[config.mk]
export PLATFORM = sky130hd
export DESIGN_NAME = mult_arb
export DESIGN_NICKNAME = d
export VERILOG_FILES = /design/src/rtl/mult_arb_pkg.sv /design/src/rtl/mult_arb_mult.sv /design/src/rtl/mult_arb.sv
export SDC_FILE = /design/constraint.sdc
export NUM_CORES = 1
export LEC_CHECK = 0
export CORE_ASPECT_RATIO = 1.5
export CORE_MARGIN = 8
export CORE_UTILIZATION = 44
export DETAILED_ROUTE_END_ITERATION = 10
export PLACE_DENSITY = 0.85
export RECOVER_POWER = 100
export SKIP_CTS_REPAIR_TIMING = 1
export SLEW_MARGIN = 10
export SYNTH_ARGS = -nofsm -noshare
export SYNTH_HDL_FRONTEND = slang
export SYNTH_SLANG_ARGS = --single-unit
[constraint.sdc]
create_clock -name clk -period 5.1 [get_ports clk]
set_input_delay 0.765 -clock clk [delete_from_list [all_inputs] [get_ports clk]]
set_output_delay 0.765 -clock clk [all_outputs]
set_load 0.05 [all_outputs]
[src/rtl/mult_arb_pkg.sv]
// mult_arb_pkg: shared types for the mult_arb arbiter slice.
//   arb_state_e : result-slot state, EMPTY (no product held) / FULL (product held)
package mult_arb_pkg;

  typedef enum logic {
    EMPTY = 1'b0,
    FULL  = 1'b1
  } arb_state_e;

endpackage

[src/rtl/mult_arb_mult.sv]
// mult_NxN: purely combinational unsigned NxN multiplier, full 2N-bit product.
//   a, b : N-bit unsigned operands
//   y    : 2N-bit unsigned product a*b
module mult_NxN #(
  parameter int N = 4
) (
  input  logic [N-1:0]   a,
  input  logic [N-1:0]   b,
  output logic [2*N-1:0] y
);

  always_comb begin
    y = {{N{1'b0}}, a} * {{N{1'b0}}, b};
  end

endmodule

[src/rtl/mult_arb.sv]
// mult_arb: round-robin arbiter sharing one NxN multiplier among R requesters,
// with a single registered result slot.
//   clk, rst_n : clock, synchronous active-low reset
//   req_valid  : per-requester request valid (R bits)
//   req_a/b    : packed operands, requester r at [r*N +: N]
//   req_ready  : one-hot grant, combinational
//   res_valid  : result slot holds a product
//   res_y      : registered 2N-bit product
//   res_id     : index of the requester owning res_y
//   res_ready  : consumer accepts the result
//   op_count   : saturating count of accepted operations
module mult_arb
  import mult_arb_pkg::*;
#(
  parameter int N  = 4,
  parameter int R  = 4,
  parameter int CW = 16
) (
  input  logic                 clk,
  input  logic                 rst_n,
  input  logic [R-1:0]         req_valid,
  input  logic [R*N-1:0]       req_a,
  input  logic [R*N-1:0]       req_b,
  output logic [R-1:0]         req_ready,
  output logic                 res_valid,
  output logic [2*N-1:0]       res_y,
  output logic [$clog2(R)-1:0] res_id,
  input  logic                 res_ready,
  output logic [CW-1:0]        op_count
);

  localparam int IDW = $clog2(R);

  arb_state_e     state;
  arb_state_e     state_nxt;
  logic [IDW-1:0] ptr;
  logic [IDW-1:0] grant_id;
  logic [IDW-1:0] ptr_nxt;
  logic           grant_any;
  logic           slot_free;
  logic [N-1:0]   op_a;
  logic [N-1:0]   op_b;
  logic [2*N-1:0] prod;
  int unsigned    idx;

  // Round-robin search: first valid requester at or after ptr, wrapping.
  always_comb begin
    req_ready = '0;
    grant_id  = '0;
    grant_any = 1'b0;
    idx       = 0;
    slot_free = !res_valid || res_ready;
    if (rst_n && slot_free) begin
      for (int unsigned k = 0; k < R; k++) begin
        idx = int'(ptr) + k;
        if (idx >= R) idx = idx - R;
        if (!grant_any && req_valid[IDW'(idx)]) begin
          grant_any           = 1'b1;
          grant_id            = IDW'(idx);
          req_ready[IDW'(idx)] = 1'b1;
        end
      end
    end
  end

  always_comb begin
    op_a    = req_a[grant_id*N +: N];
    op_b    = req_b[grant_id*N +: N];
    ptr_nxt = (grant_id == IDW'(R - 1)) ? '0 : grant_id + 1'b1;
  end

  mult_NxN #(.N(N)) u_mult (
    .a (op_a),
    .b (op_b),
    .y (prod)
  );

  // State register
  always_ff @(posedge clk) begin
    if (!rst_n) state <= EMPTY;
    else        state <= state_nxt;
  end

  // Next-state logic
  always_comb begin
    state_nxt = state;
    unique case (state)
      EMPTY: if (grant_any) state_nxt = FULL;
      FULL:  if (res_ready && !grant_any) state_nxt = EMPTY;
      default: state_nxt = EMPTY;
    endcase
  end

  // Output logic
  always_comb begin
    res_valid = (state == FULL);
  end

  // Result, owner, pointer and counter; all load only on an accept.
  always_ff @(posedge clk) begin
    if (!rst_n) begin
      res_y    <= '0;
      res_id   <= '0;
      ptr      <= '0;
      op_count <= '0;
    end else if (grant_any) begin
      res_y  <= prod;
      res_id <= grant_id;
      ptr    <= ptr_nxt;
      if (op_count != '1) op_count <= op_count + 1'b1;
    end
  end

endmodule

==> results.toml <==
[power_and_ir_drop]
p_per_area_nw_per_um2 = 345
p_int_w = 0.000759
sw_frac_of_total = 0.400
netSwitchingPower_w = 0.000506
peakVddDrop_v = 0.000425
clkPwrFrac = 0.226
p_seq_frac = 0.213
p_leak_nw = 1.65
p_total_w = 0.00127
p_comb_frac = 0.561

[clock_network]
clock_latency_ns = 0.29
cts_tree = "done"
clock_sinks = 29
cts_made_buffers = 5
cts_root_buf = "clkbuf_8"
clock_path_buffers = 2
htreeDepth = 2
clk_pin_slew_worst_paths_ns = 0.06

[final_layout]
drive_gt1_frac = 0.171
fin_area_sq_um = 3670
n_fill_cell = 409
diodes = 0
most-common-layout-cells = "41 x clkdlybuf4s50_1, 37 x nor2_1, 30 x buf_4"
utilization = 0.668
fin_nets = 455
mostFrequentLayoutCell = "clkdlybuf4s50_1"
area_growth_pct = 46.7

[floorplanning]
chipHeight_um = 108
row_count = 33
initial_core_util = 0.455
die_area_sq_um = 8400
io_pins = 70
core_area_sq_um = 5490
die_w_um = 77.6

[worst_hold_path]
hp-class = "reg -> reg"

[timing]
max_freq_mhz = 204
clock_skew_ns = 0.00777
hold_violations = 0
hold_ws_ns = 0.466
setup_viol = 0
finalCriticalPeriod_ns = 4.91
period_share = 0.963
slew-limit-headroom = 0.400
worstMarginPinSlew_ns = 0.889
slew_violations = 0

[placed_design]
gp_congestion = 0.895
numPortBuffers = 69
place_area_sq_um = 3450
hpwl_mm = 5.81

[route]
viasPerCell = 5.48
finalWirelength_mm = 7.75
vias = 2532
drc = 0
postRouteAntennaNets = 0
drtPass1Iterations = 4
drtIter0Drc = 91
routedWlPerCell_um = 16.8

[synthesis]
netlist_instances = 296
synth_warnings = 0
dominantRegCellSynth = "dfxtp_1"
synth_seq_area_share = 0.232
synth_edf_count = 0
syn_area_sq_um = 2500
synth_cell_types = 50
synth_seq_cells = 29
async_flop_share = 0
syn_nets = 360
avgSynthCellArea_sq_um = 8.45

[global_routing]
grt_pass1_wl_mm = 12.0
grt_start_max_net_pins = 22
antenna_found_initial = 0
grt_usage = 0.172
grt_remaining_overflow = 0
grt_pass1_vias = 2588

[worst_setup_path]
crit_required_ns = 5.25
crit_type = "in -> reg"
cp_max_fo = 5
cp.arrival_ns = 5.06
start_kind = "input port"
critPathCaptureType = "flop"

[run_status]
status = "complete, no violations"

[flow_run]
max_cap_violations = 0
## flip-flops by register name (all words and copies together), names as in the netlist
register	count
res_id	2
op_count	16
ptr	2
res_valid	1
res_y	8
## cell families after synthesis
logic type               count (synthesis)  share of synthesized area
buffers and inverters                   30                     0.0630
XOR/XNOR                                15                     0.0525
AO/OA/AOI/OAI                           53                      0.154
multiplexers                            32                      0.145
adder cells (fa/ha/maj)                 25                      0.137
flip-flops                              29                      0.232
AND/OR/NAND/NOR                        112                      0.217
## worst paths after layout
| path | slack (ns) | depth (start not counted) | startpoint | end |
|---|---|---|---|---|
| max | 0.19 | 19 | req_valid[3] | res_y[7] |
| min | 0.47 | 2 | res_y[0] | res_y[0] |
| max reg2reg | 0.23 | 21 | ptr[1] | res_y[7] |
| min reg2reg | 0.47 | 2 | res_y[0] | res_y[0] |
## power groups by stage
stage	Clock, W	Sequential [W]	Combinational, W
detailed placement	0	0.000274	0.000680
floorplan	0	0.000357	0.000388
finish	0.000285	0.000270	0.000710
global route	0.000297	0.000273	0.000776
global placement	0	0.000274	0.000665
CTS	0.000288	0.000271	0.000686
## per-stage QoR
step | worst slack, ns | instances | TNS, ns
2_1_floorplan | 0.0244 | 296 | 0
3_3_place_gp | -0.0469 | 453 | -0.0469
3_5_place_dp | -0.233 | 453 | -0.381
4_1_cts | 0.0419 | 461 | 0
5_1_grt | -0.0229 | 462 | -0.0229
6_report | 0.189 | 462 | 0
## metal layers
| layer | global-route usage | vias up | part of all wire |
|---|---|---|---|
| met5 | 0 | - | 0 |
| met4 | 0.0949 | 0 | 0.037 |
| met3 | 0.0291 | 21 | 0.035 |
| met2 | 0.321 | 75 | 0.55 |
| met1 | 0.178 | 1199 | 0.38 |
| li1 | - | 1237 | - |
## worst max-delay path, stage by stage
cell and delay [ns]:
clkdlybuf4s50_1 0.47, or4b_4 0.45, nor3_2 0.16, a21oi_2 0.08, a221oi_4 0.39, buf_6 0.20
mux2i_2 0.25, nor2_1 0.10, a21oi_2 0.19, fa_1 0.42, inv_1 0.08, fa_1 0.44
ha_1 0.28, a21o_1 0.16, a21oi_2 0.14, o21bai_1 0.08, a21oi_1 0.15, xor2_1 0.18
o21ai_1 0.08
## final cells by class
| cell class | instances | area [sq um] | area share |
|---|---|---|---|
| Tap cell | 70 | 87.6 | 0.0239 |
| Inverter | 15 | 56.3 | 0.0153 |
| Clock buffer | 5 | 68.8 | 0.0188 |
| Multi-Input combinational cell | 237 | 1820 | 0.497 |
| Clock inverter | 3 | 65.1 | 0.0177 |
| Timing Repair Buffer | 103 | 986 | 0.269 |
| Sequential cell | 29 | 582 | 0.159 |
## cell usage after synthesis, drive strengths merged (3+ instances only)
cell / count / area, sq um
a21o: 6 / 45.0
a21oi: 20 / 108
a221oi: 5 / 61.3
a22oi: 4 / 30.0
and2: 7 / 43.8
buf: 11 / 86.3
clkbuf: 4 / 15.0
dfxtp: 29 / 581
fa: 4 / 80.1
ha: 21 / 263
inv: 15 / 56.3
mux2i: 28 / 280
mux4: 3 / 71.3
nand2: 22 / 82.6
nand3: 12 / 60.1
nand4: 7 / 43.8
nor2: 37 / 139
nor3: 12 / 65.1
o21ai: 8 / 40.0
or3: 4 / 25.0
xnor2: 6 / 52.6
xor2: 9 / 78.8
No activity file was read; power rests on OpenSTA's default activity.
